`src/rtl/spare_link_prbs_tester_if.sv`:
```
// ---------------------------------------------------------------------------
// spare_link_prbs_tester_if
// Groups the lane-level and status signals of the spare-link PRBS tester.
//   rx_in      raw lane inputs from the IBUFDS wrappers (async to clk)
//   tx_out     registered lane outputs to the OBUFDS wrappers
//   mode       per lane: 0 = PRBS generate/check, 1 = LOOP
//   inject     per lane one-cycle pulse that inverts one transmitted bit
//   err_clr    clears every error counter
//   locked     per lane checker lock indication
//   all_locked every lane locked and none in LOOP mode
//   err_cnt    packed saturating error counters, lane i at [i*ERR_W +: ERR_W]
// The master modport is the controlling side (board logic or testbench);
// the slave modport is the tester itself.
// ---------------------------------------------------------------------------
interface spare_link_prbs_tester_if #(
  parameter int N_CHAN = 3,
  parameter int ERR_W  = 16
);
  logic [N_CHAN-1:0]       rx_in;
  logic [N_CHAN-1:0]       tx_out;
  logic [N_CHAN-1:0]       mode;
  logic [N_CHAN-1:0]       inject;
  logic                    err_clr;
  logic [N_CHAN-1:0]       locked;
  logic                    all_locked;
  logic [N_CHAN*ERR_W-1:0] err_cnt;

  modport master (
    output rx_in, mode, inject, err_clr,
    input  tx_out, locked, all_locked, err_cnt
  );

  modport slave (
    input  rx_in, mode, inject, err_clr,
    output tx_out, locked, all_locked, err_cnt
  );
endinterface

```
`src/rtl/spare_link_prbs_tester.sv`:
```
// ---------------------------------------------------------------------------
// spare_link_prbs_tester
// Multi-lane PRBS-7 (x^7+x^6+1) generator and self-synchronising checker for
// the spare lines between the FPGAs and the front-panel test connector.
// Each lane either transmits PRBS-7 or loops its synchronised input back.
// A per-lane checker hunts for lock and counts bit errors once locked.
// Ports:
//   clk    lane bit clock, one bit per cycle
//   rst_n  synchronous active-low reset
//   bus    spare_link_prbs_tester_if slave modport (lanes, controls, status)
// ---------------------------------------------------------------------------
module spare_link_prbs_tester #(
  parameter int N_CHAN      = 3,
  parameter int ERR_W       = 16,
  parameter int LOCK_CNT    = 64,
  parameter int UNLOCK_ERRS = 8
) (
  input  logic                     clk,
  input  logic                     rst_n,
  spare_link_prbs_tester_if.slave  bus
);

  typedef enum logic {
    HUNT   = 1'b0,
    LOCKED = 1'b1
  } chk_state_e;

  localparam logic [7:0] LOCK_CNT_W    = 8'(LOCK_CNT);
  localparam logic [7:0] UNLOCK_ERRS_W = 8'(UNLOCK_ERRS);

  logic [N_CHAN-1:0] sync1_q, sync1_d;
  logic [N_CHAN-1:0] rxs_q, rxs_d;
  logic [N_CHAN-1:0] tx_q, tx_d;
  logic              all_locked_q, all_locked_d;
  logic [6:0]        gen_q [N_CHAN];
  logic [6:0]        gen_d [N_CHAN];
  logic [6:0]        chk_q [N_CHAN];
  logic [6:0]        chk_d [N_CHAN];
  chk_state_e        state_q [N_CHAN];
  chk_state_e        state_d [N_CHAN];
  logic [7:0]        good_q [N_CHAN];
  logic [7:0]        good_d [N_CHAN];
  logic [7:0]        bad_q [N_CHAN];
  logic [7:0]        bad_d [N_CHAN];
  logic [ERR_W-1:0]  err_q [N_CHAN];
  logic [ERR_W-1:0]  err_d [N_CHAN];

  // Next-state logic for every lane: synchroniser, generator, transmit
  // register, self-synchronising checker and the lock state machine.
  always_comb begin
    logic prbs_bit;
    logic pred_bit;
    logic miss;
    logic all_ok;

    sync1_d = bus.rx_in;
    rxs_d   = sync1_q;
    tx_d    = '0;
    all_ok  = 1'b1;

    for (int i = 0; i < N_CHAN; i++) begin
      prbs_bit = gen_q[i][6] ^ gen_q[i][5];
      gen_d[i] = {gen_q[i][5:0], prbs_bit};
      tx_d[i]  = (bus.mode[i] ? rxs_q[i] : prbs_bit) ^ bus.inject[i];

      // The checker predicts each bit from the last seven received ones.
      // An all-zero history would predict 0 forever, so a zero bit on a
      // zero history is treated as a miss to catch stuck-at-0 lines.
      pred_bit = chk_q[i][6] ^ chk_q[i][5];
      miss     = (rxs_q[i] != pred_bit) || ((chk_q[i] == 7'd0) && !rxs_q[i]);
      chk_d[i] = {chk_q[i][5:0], rxs_q[i]};

      state_d[i] = state_q[i];
      good_d[i]  = good_q[i];
      bad_d[i]   = bad_q[i];
      err_d[i]   = err_q[i];

      if (bus.mode[i]) begin
        state_d[i] = HUNT;
        good_d[i]  = '0;
        bad_d[i]   = '0;
      end else begin
        case (state_q[i])
          HUNT: begin
            if (miss) begin
              good_d[i] = '0;
            end else if (good_q[i] + 8'd1 == LOCK_CNT_W) begin
              state_d[i] = LOCKED;
              good_d[i]  = '0;
              bad_d[i]   = '0;
            end else begin
              good_d[i] = good_q[i] + 8'd1;
            end
          end
          LOCKED: begin
            if (miss) begin
              if (err_q[i] != {ERR_W{1'b1}}) begin
                err_d[i] = err_q[i] + 1'b1;
              end
              good_d[i] = '0;
              if (bad_q[i] + 8'd1 == UNLOCK_ERRS_W) begin
                state_d[i] = HUNT;
                bad_d[i]   = '0;
              end else begin
                bad_d[i] = bad_q[i] + 8'd1;
              end
            end else if (good_q[i] + 8'd1 == LOCK_CNT_W) begin
              // A full clean run forgives earlier scattered errors.
              good_d[i] = '0;
              bad_d[i]  = '0;
            end else begin
              good_d[i] = good_q[i] + 8'd1;
            end
          end
          default: begin
            state_d[i] = HUNT;
            good_d[i]  = '0;
            bad_d[i]   = '0;
          end
        endcase
      end

      if (bus.err_clr) begin
        err_d[i] = '0;
      end

      if ((state_d[i] != LOCKED) || bus.mode[i]) begin
        all_ok = 1'b0;
      end
    end

    all_locked_d = all_ok;
  end

  always_ff @(posedge clk) begin
    if (!rst_n) begin
      sync1_q      <= '0;
      rxs_q        <= '0;
      tx_q         <= '0;
      all_locked_q <= 1'b0;
      for (int i = 0; i < N_CHAN; i++) begin
        gen_q[i]   <= 7'h7F;
        chk_q[i]   <= 7'h00;
        state_q[i] <= HUNT;
        good_q[i]  <= '0;
        bad_q[i]   <= '0;
        err_q[i]   <= '0;
      end
    end else begin
      sync1_q      <= sync1_d;
      rxs_q        <= rxs_d;
      tx_q         <= tx_d;
      all_locked_q <= all_locked_d;
      for (int i = 0; i < N_CHAN; i++) begin
        gen_q[i]   <= gen_d[i];
        chk_q[i]   <= chk_d[i];
        state_q[i] <= state_d[i];
        good_q[i]  <= good_d[i];
        bad_q[i]   <= bad_d[i];
        err_q[i]   <= err_d[i];
      end
    end
  end

  // All outputs come straight from flops.
  always_comb begin
    bus.tx_out     = tx_q;
    bus.all_locked = all_locked_q;
    bus.locked     = '0;
    bus.err_cnt    = '0;
    for (int i = 0; i < N_CHAN; i++) begin
      bus.locked[i]                 = (state_q[i] == LOCKED);
      bus.err_cnt[i*ERR_W +: ERR_W] = err_q[i];
    end
  end

endmodule

```
`src/flat_wrapper.sv`:
```
// flat-port wrapper written by rule: the top's interface ports become plain ports
module spare_link_prbs_tester_flat 
#(
  parameter int N_CHAN      = 3,
  parameter int ERR_W       = 16,
  parameter int LOCK_CNT    = 64,
  parameter int UNLOCK_ERRS = 8
)
  (clk, rst_n, bus_rx_in, bus_mode, bus_inject, bus_err_clr, bus_tx_out, bus_locked, bus_all_locked, bus_err_cnt);
  spare_link_prbs_tester_if #(.N_CHAN(N_CHAN), .ERR_W(ERR_W)) bus_i ();
  input  logic clk;
  input  logic rst_n;
  input wire logic [$bits(bus_i.rx_in)-1:0] bus_rx_in;
  input wire logic [$bits(bus_i.mode)-1:0] bus_mode;
  input wire logic [$bits(bus_i.inject)-1:0] bus_inject;
  input wire logic [$bits(bus_i.err_clr)-1:0] bus_err_clr;
  output wire logic [$bits(bus_i.tx_out)-1:0] bus_tx_out;
  output wire logic [$bits(bus_i.locked)-1:0] bus_locked;
  output wire logic [$bits(bus_i.all_locked)-1:0] bus_all_locked;
  output wire logic [$bits(bus_i.err_cnt)-1:0] bus_err_cnt;
  assign bus_i.rx_in = bus_rx_in;
  assign bus_i.mode = bus_mode;
  assign bus_i.inject = bus_inject;
  assign bus_i.err_clr = bus_err_clr;
  assign bus_tx_out = bus_i.tx_out;
  assign bus_locked = bus_i.locked;
  assign bus_all_locked = bus_i.all_locked;
  assign bus_err_cnt = bus_i.err_cnt;
  spare_link_prbs_tester #(.N_CHAN(N_CHAN), .ERR_W(ERR_W), .LOCK_CNT(LOCK_CNT), .UNLOCK_ERRS(UNLOCK_ERRS)) u_core (.clk(clk), .rst_n(rst_n), .bus(bus_i));
endmodule
```
`config.mk`:
```
export PLATFORM = sky130hd
export DESIGN_NAME = spare_link_prbs_tester_flat
export DESIGN_NICKNAME = d
export VERILOG_FILES = /design/src/rtl/spare_link_prbs_tester_if.sv /design/src/rtl/spare_link_prbs_tester.sv /design/src/flat_wrapper.sv
export SDC_FILE = /design/constraint.sdc
export NUM_CORES = 1
export LEC_CHECK = 0
export CAP_MARGIN = 20
export CORE_ASPECT_RATIO = 1.75
export CORE_MARGIN = 2
export CORE_UTILIZATION = 50
export CTS_CLUSTER_SIZE = 12
export DETAILED_ROUTE_END_ITERATION = 10
export GPL_TIMING_DRIVEN = 0
export MAX_ROUTING_LAYER = met4
export PLACE_DENSITY_LB_ADDON = 0.1
export SYNTH_ARGS = -nofsm -noshare
export SYNTH_HDL_FRONTEND = slang
export SYNTH_SLANG_ARGS = --single-unit
export TNS_END_PERCENT = 20
```
`constraint.sdc`:
```
create_clock -name clk -period 2.35 [get_ports clk]
set_input_delay 0.705 -clock clk [delete_from_list [all_inputs] [get_ports clk]]
set_output_delay 0.705 -clock clk [all_outputs]
set_load 0.005 [all_outputs]
```
==> flow_summary.toml <==
[power_and_ir_drop]
pwr-share-comb_pct = 2.4
clkPwrFrac_pct = 49.6
p_sw_share_pct = 21.5
p_seq_share_pct = 48.0
p_per_area_nw_per_um2 = 662
p_switching_mw = 1.16
leakage_nw = 2.87
p_int_mw = 4.24
ir_drop_mv = 0.519

[die]
chipHeight_um = 157
core_area_um2 = 12900
std_cell_rows = 55
die_area_um2 = 14300
pin_count = 67
initial_utilization_pct = 51.4
dieWidth_um = 91.2

[synthesis]
synth_area_leader_cell = "dfxtp_1"
synthXorXnorAreaFrac_pct = 8.94
yosysWarnings = 0
synth_cell_types = 73
postSynth.asyncResetShare_pct = 0
synthSimpleGateAreaFrac_pct = 30.0
synth-main-ff-cell = "dfxtp_1"
syn_avg_cell_area_um2 = 8.94
synth_edf_count = 0
synth_top_area_share_pct = 45.5
muxShareOfSynthArea_pct = 0.828
ys_ff_latch = 151
synth_area_leaders = "dfxtp_1 45%, nor2_1 6.2%, xor2_1 5.7%, and2_1 3.4%, nand3_1 3.1%"
synth-adder-area-share_pct = 2.26
syn-num-nets = 768
synth_top_family_by_area = "simple AND/OR/NAND/NOR gates"
ys_top_cells_by_count = "151 x dfxtp_1, 109 x nor2_1, 47 x nand2_1, 43 x xor2_1, 41 x nand3_1"
synthCells = 744
synth-compound-area-share_pct = 10.5
synth_seq_area_share_pct = 45.5
synth_most_common_cell = "dfxtp_1"
syn-cell-area_um2 = 6650

[global_routing]
track_usage_pct = 21.7
gr-total-overflow = 0
grt_pass1_vias = 5420
antenna_found_initial = 0
grt_pass1_wl_um = 24800
grt_max_degree = 17

[clocking]
clockBufferDepth = 2
cts_root_buffer = "clkbuf_16"
clk_latency_ns = 0.41
cts_tree = "built"
clock-sinks = 151
postCtsSetupRepairBufs = 0
clkSlewWorstSetupHoldPaths_ns = 0.06
numCtsBuffers = 17
htree_levels = 4
cts_hold_buf = 0

[sta]
period_needed_ns = 2.28
fin_crit_sh_pct = 97.2
max_freq_ghz = 0.438
worstMarginPinSlew_ns = 0.559
hold_viol = 0
slew_violations = 0
setup_viol = 0
hold_slack_ns = 0.412
slew_headroom_pct = 62.6
finClkSkew_ns = 0.0126
rsz0062_at_grt = "true"

[routing]
firstDrtPassIters = 5
drc = 0
drt-initial-drc-count = 156
routed_wl_um = 14700
antenna_left = 0
vias = 5514
vias_per_cell = 5.44
routedWlPerCell_um = 14.5

[setup_path]
cp_slowest_cell = "clkdlybuf4s50_1"
path_class = "input port to register"
cp_top_family = "buffers and inverters"
r2r_slack_ns = 0.10
end_kind = "register"
critPathBufInv = 2
worstRegToRegCells = 7
r2r-start = "u_core.bad_q[0][8]$_SDFFE_PP0P_"
crit_required_ns = 2.70
crit_path_start_kind = "input port"
r2r_end = "u_core.bus.all_locked$_SDFF_PP0_"
max_stage_delay_ns = 0.56
path_max_fanout = 10
crit_chain = "clkdlybuf4s50_1 > clkbuf_1 > nor2b_2 > nand2_1 > a21o_1 > nor2_1"
arrival_ns = 2.63

[placed_design]
port_buffers = 66
hpwl_um = 10800
placed_area_um2 = 7520
dp.cells = 981
place_congestion = 0.878

[cells_and_area]
n_antenna_cell = 0
drive_gt1_share_pct = 7.84
final_cells = 1013
nNetsFinal = 853
area_growth_pct = 22.6
final_area_um2 = 8150
fillers = 1189
post-route-util_pct = 63.0

[job]
max-cap-violations = 0

[min_path]
hold_end = "u_core.gen_q[0][9]$_SDFF_PN1_"
hold_path.class = "register to register"
hp-start = "u_core.gen_q[0][8]$_SDFF_PN1_"
hold_depth = 1

[run_status]
outcome = "complete, no violations"
[layout make-up]
cell class,instances,area [µm²],share of cell area [%]
Inverter,10,37.5,0.460
Buffer,24,96.3,1.18
Clock buffer,19,443,5.43
Timing Repair Buffer,66,661,8.10
Tap cell,171,214,2.62
Multi-Input combinational cell,559,3530,43.3
Sequential cell,151,3030,37.1
Clock inverter,13,146,1.80
[power groups by stage]
| stage | logic (mW) | registers [mW] | clock network, mW |
|---|---|---|---|
| 2_1_floorplan | 0.0706 | 2.65 | 0 |
| 3_3_place_gp | 0.125 | 2.65 | 0 |
| 3_5_place_dp | 0.129 | 2.65 | 0 |
| 4_1_cts | 0.130 | 2.59 | 2.74 |
| 5_1_grt | 0.143 | 2.59 | 2.85 |
| 6_report | 0.128 | 2.59 | 2.68 |
[registers in the layout (all words and copies together), names as in the netlist]
name,cells
u_core.bad_q,24
u_core.bus.all_locked,1
u_core.bus.tx_out,3
u_core.chk_q,21
u_core.err_q,48
u_core.gen_q,21
u_core.good_q,24
u_core.rxs_d,3
u_core.rxs_q,3
u_core.state_q,3
[per-stage QoR]
step / setup TNS [ns] / setup slack [ns] / total power [mW]
6_report: 0 / 0.0657 / 5.40
5_1_grt: -0.236 / -0.0579 / 5.58
4_1_cts: 0 / 0.00474 / 5.46
3_5_place_dp: -16.13 / -0.516 / 2.78
3_3_place_gp: -13.53 / -0.514 / 2.77
2_1_floorplan: 0 / 0.265 / 2.72
[layout by cell type, fill, tap and decap left out, types with 6 or more instances in the layout]
cell	Yosys	final
or3_1	7	7
o21ai_0	30	30
a21oi_1	27	27
nand4_1	28	28
xnor2_1	23	23
nor2_1	109	109
nand3_1	41	40
clkbuf_1	17	18
and2_1	36	36
clkbuf_16	0	17
clkdlybuf4s50_1	0	66
and3_1	19	19
a31oi_1	7	6
inv_1	10	10
dfxtp_1	151	149
ha_1	12	11
nor3_1	11	11
nand2b_1	23	23
nand2_1	47	47
nor2b_1	8	7
xor2_1	43	43
[routing by layer]
metal | track usage (%) | vias up | part of all wire (%)
met2 | 40.7 | 97 | 55
met4 | 7.72 | 0 | 1.3
met3 | 3.71 | 16 | 2.8
li1 | - | 2772 | -
met5 | - | - | 0
met1 | 22.7 | 2629 | 41
[worst register-to-register path, cell delays in order, from the launching register on]
cell	delay, ns
dfxtp_2	0.41
ha_2	0.29
nand3_2	0.17
nor4_2	0.30
o2bb2ai_1	0.14
or4_4	0.52
a32oi_2	0.21
nor4bb_2	0.09
[worst max-delay path by stage]
stage	slack [ns]	endpoint	depth (start not counted)	startpoint
6_report	0.07	u_core.good_q[0][10]$_SDFF_PP0_	6	rst_n
5_1_grt	-0.06	u_core.good_q[0][10]$_SDFF_PP0_	6	rst_n
4_1_cts	0.005	u_core.bus.all_locked$_SDFF_PP0_	7	u_core.good_q[0][16]$_SDFF_PP0_
3_5_place_dp	-0.52	u_core.good_q[0][11]$_SDFF_PP0_	6	rst_n
3_3_place_gp	-0.51	u_core.good_q[0][12]$_SDFF_PP0_	6	rst_n
2_1_floorplan	0.27	u_core.bus.all_locked$_SDFF_PP0_	7	u_core.bad_q[0][8]$_SDFFE_PP0P_
[kinds of logic (layout without fill, tap and decap cells)]
family	count (synthesis)	in the layout
and+or+nand+nor	370	370
DFF	151	151
AOI/OAI and AO/OA	105	105
xor gates and xnor gates	67	67
buffers and inverters	34	132
adders and majority gates	12	12
muxes	5	5
[repair_timing]
action | CTS | global route
gates resized for setup | 6 | 3
pin swaps | 0 | 1
cloned | 0 | 0
endpoints found under the setup margin | 12 | 14
endpoints found under the hold margin | 0 | 0
(Power assumes the default switching activity.)
